**config.mk**
```make
export PLATFORM = sky130hd
export DESIGN_NAME = sat_counter
export DESIGN_NICKNAME = d
export VERILOG_FILES = /design/src/rtl/sat_counter.sv
export SDC_FILE = /design/constraint.sdc
export NUM_CORES = 1
export LEC_CHECK = 0
export ABC_AREA = 1
export ABC_CLOCK_PERIOD_IN_PS = 1140
export CAP_MARGIN = 10
export CORE_UTILIZATION = 23
export DETAILED_ROUTE_END_ITERATION = 10
export SLEW_MARGIN = 25
export SYNTH_ARGS = -nofsm -noshare
export SYNTH_HDL_FRONTEND = slang
export SYNTH_SLANG_ARGS = --single-unit
```
**constraint.sdc**
```tcl
create_clock -name clock_i -period 1.14 [get_ports clock_i]
set_input_delay 0.228 -clock clock_i [delete_from_list [all_inputs] [get_ports clock_i]]
set_output_delay 0.228 -clock clock_i [all_outputs]
set_load 0.03 [all_outputs]
```
**src/rtl/sat_counter.sv**
```systemverilog
// Saturating up-counter: increments on inc_i, sticks at all-ones.
module sat_counter #(
    parameter int W = 8
) (
    input  logic         clock_i,
    input  logic         reset_i,
    input  logic         inc_i,
    output logic [W-1:0] cnt_o
);

    logic [W-1:0] cnt_q;
    logic [W-1:0] cnt_d;

    // Next count: hold at all-ones once reached.
    always_comb begin
        cnt_d = cnt_q;
        if (inc_i && (cnt_q != {W{1'b1}})) begin
            cnt_d = cnt_q + W'(1);
        end
    end

    // Count register with synchronous reset.
    always_ff @(posedge clock_i) begin
        if (reset_i) begin
            cnt_q <= '0;
        end else begin
            cnt_q <= cnt_d;
        end
    end

    assign cnt_o = cnt_q;

endmodule

```
-- Word-level counts from Yosys, hierarchy flattened
Index checks and enable logic that the tools add are counted.
- register bits after elaboration: 8
- word-level logic and storage cells: 4
- bits of input ports: 3
- add/subtract/negate cells: 1
- equal/unequal tests: 1
- reductions and logical operators: 1
- operators with widths (kind ; number):
    8-bit by 1-bit adder with 8-bit output, second input constant ; 1
    8-bit inequality test, second input constant ; 1
    1-bit logical AND ; 1

-- Longest topological paths before layout
- depth after elaboration: 2
- gate-level depth with buffers: 8
- gate-level depth less buffers: 7

-- Worst setup path after synthesis
No wires, ideal clock.
- kind: flip-flop to flip-flop
- start point: register cnt_q[0] (netlist: cnt_o[0])
- end point: register cnt_q[3] (netlist: cnt_o[3])
- library setup time: 0.116 ns
- data required time: 1.024 ns
- clock period less this slack: 1.431 ns
- slack: -0.291 ns
- cell stages (with the launch flop): 8
- arrival: 1.315 ns
- buffers on the path: 1
- cells stage by stage: dfxtp_1 ha_1 nand3_2 inv_2 nand2_2 buf_6 a21oi_1 nor2_1
- word-level cells in the longest chain between the ends: 2
- elaborated cells on any way between the ends: 3
- classes of those cells: 1 x add/sub; 1 x eq/ne; 1 x reduce/logical
- RTL lines (what ; RTL line ; RTL):
    start: declaration ; 11 ; logic [W-1:0] cnt_q;
    start signal: assignment ; 27 ; cnt_q <= cnt_d;
    parallel branches: the longest is 2 deep, another holds 8-bit by 1-bit adder with 8-bit output ; - ;
Parallel ways; which one is timed is not known.
A chain may end at the register's enable or synchronous reset.

-- Final worst setup path
- start point: register cnt_q[1] (netlist: cnt_o[1])
- end point: register cnt_q[2] (netlist: cnt_o[2])
Same word-level chain as after synthesis.

==> flow_metrics.tcl <==
set metrics [dict create \
    timing.rr.start "cnt_o[1]$_SDFFE_PP0P_" \
    crit_path_max_fanout 6 \
    finalHoldViolCount 0 \
    setup_viol 0 \
    holdBufCountCts 0 \
    fp.dieArea_um2 2290 \
    port_buffers 10 \
    path_class "flip-flop to flip-flop" \
    ys_ff_latch 8 \
    clockBufferDepth 2 \
    seq_area_um2 178 \
    finalClockSkew_ns 0.0104 \
    ant_nets 0 \
    cts_inserted_buffers 3 \
    cts_setup_buffers 0 \
    arrival_ns 1.28 \
    endpoint_kind "flip-flop" \
    hp-class "flip-flop to flip-flop" \
    die_w_um 47.9 \
    cts_tree "done" \
    slew_headroom 0.761 \
    fmax_mhz 880 \
    synth_nets 81 \
    regToRegSetupSlack_ns 0.003 \
    yosysTopAreaCell "dfxtp_1" \
    synthAdderAreaFrac 0.0258 \
    layout_common_cells "nand2_1, nor2_1, buf_4, inv_1, nand3_1" \
    final.fill_count 234 \
    powerDensity_nw_per_um2 869 \
    grt_max_degree 12 \
    areaGrowthSynthToFinish_pct 49.6 \
    drive_above_1_share 0.426 \
    wl_mm 1.24 \
    firstDrtPassIters 4 \
    synth_top_family_by_area "simple AND/OR/NAND/NOR gates" \
    synth_xor_xnor_area_share 0 \
    place_ws_ns -0.276 \
    multiInputGateArea_um2 327 \
    irDropWorstVdd_mv 0.353 \
    grt_pass1_vias 352 \
    fp.dieH_um 47.9 \
    final_cells 121 \
    grt_pass1_wl_mm 1.57 \
    tightest_slew_ns 0.358 \
    antenna_found_initial 0 \
    startpoint_type "flip-flop" \
    diodes 0 \
    stdcell_area_um2 724 \
    fin_util 0.369 \
    cts_sinks 8 \
    setup.worst_path.end "cnt_o[2]$_SDFFE_PP0P_" \
    power_mw 0.630 \
    worstSetupStartpoint "cnt_o[1]$_SDFFE_PP0P_" \
    fin_crit_ns 1.14 \
    dr_total_vias 533 \
    postSynthAreaPerCell_um2 6.29 \
    start_util 0.247 \
    largest_reg_flops 8 \
    total_leakage_power_nw 0.350 \
    clk_pin_slew_ns 0.06 \
    reg2reg_depth 7 \
    dpl_cell_area_um2 637 \
    drt_iter0_markers 12 \
    synth_top_cell_area_share 0.331 \
    cp_data_required_time_ns 1.28 \
    drc 0 \
    fin_ws_ns 0.00317 \
    overflow 0 \
    synth-warning-count 0 \
    final_common_cell "nand2_1" \
    cts-root-buf "clkbuf_4" \
    setup_tns_ns 0 \
    via_per_inst 4.40 \
    synth_area_leaders "dfxtp_1, nand2_1, nor2_1" \
    worst_hold_slack_ns 0.457 \
    period_share 0.997 \
    h-tree-depth 1 \
    gp_congestion 0.797 \
    rsz0062_at_grt "true" \
    core_area_um2 1960 \
    synth.yosys.seq_area_share 0.331 \
    ys_types 15 \
    cap_viol_max_count 0 \
    layout.nets 99 \
    syn_area_um2 484 \
    ioPinCount 11 \
    hpwl_um 805 \
    reg2reg_to "cnt_o[2]$_SDFFE_PP0P_" \
    wl_per_cell_um 10.2 \
    synth-simple-area-share 0.447 \
    slew_viol_final 0 \
    dp.cells 116 \
    clk_latency_ns 0.26 \
    track_usage 0.107 \
    synth_mux_area_frac 0 \
    num_rows 16 \
    synth_compound_area_frac 0.0724 \
    syn_inst 77 \
    status "finished clean" \
]
per-layer routing:
layer / track usage / wire, um / vias to the layer above
met3: 0.0340 / 60 / 2
met1: 0.135 / 557 / 239
met5: 0 / 0 / -
met4: 0.100 / 17 / 0
met2: 0.141 / 604 / 19
li1: - / - / 273
worst min-delay path by stage:
stage	cells after the start	slack (ns)	start	end
detailed placement	2	0.45	cnt_o[6]$_SDFFE_PP0P_	cnt_o[6]$_SDFFE_PP0P_
CTS	2	0.46	cnt_o[6]$_SDFFE_PP0P_	cnt_o[6]$_SDFFE_PP0P_
floorplan	3	0.38	reset_i	cnt_o[2]$_SDFFE_PP0P_
global placement	2	0.45	cnt_o[6]$_SDFFE_PP0P_	cnt_o[6]$_SDFFE_PP0P_
global route	2	0.48	cnt_o[6]$_SDFFE_PP0P_	cnt_o[6]$_SDFFE_PP0P_
finish	2	0.46	cnt_o[6]$_SDFFE_PP0P_	cnt_o[6]$_SDFFE_PP0P_
cell usage after synthesis, drive strengths merged:
library cell and count:
nand3b 1, a21oi 6, buf 2, dfxtp 8, ha 1, nor2 17, inv 11, nand2 21
o21ai 1, nand3 9
cell type report:
| class | count | area share |
|---|---|---|
| multi-input combinational | 57 | 0.451 |
| inverter | 11 | 0.0604 |
| timing repair buffer | 14 | 0.161 |
| tap | 27 | 0.0466 |
| sequential | 8 | 0.245 |
| clock buffer | 4 | 0.0363 |
kinds of logic (layout without fill, tap and decap cells):
logic type,count (synthesis),in the layout
AOI/OAI and AO/OA,7,7
DFF,8,8
and+or+nand+nor,48,49
buffers and inverters,13,29
adders and majority gates,1,1
report_power, final:
group | internal [mW] | total [mW] | leakage, nW | switching [mW]
registers | 0.284 | 0.292 | 0.0695 | 0.00833
logic | 0.0460 | 0.0961 | 0.265 | 0.0501
clock network | 0.134 | 0.241 | 0.0150 | 0.107
total | 0.464 | 0.630 | 0.350 | 0.165
worst max-delay path, cell delays in order (launching register included):
cell and delay, ns:
dfxtp_4 0.35, ha_4 0.17, nand3_4 0.10, inv_4 0.05, nand2_4 0.10, nand2_2 0.06, o21ai_2 0.14, inv_1 0.05
what timing repair did:
| action | in CTS | in global routing |
|---|---|---|
| pin swaps | 0 | 2 |
| gates resized for setup | 4 | 12 |
| cloned | 0 | 1 |
| endpoints found under the setup margin | 8 | 8 |
Power figures use the tool's default switching activity.
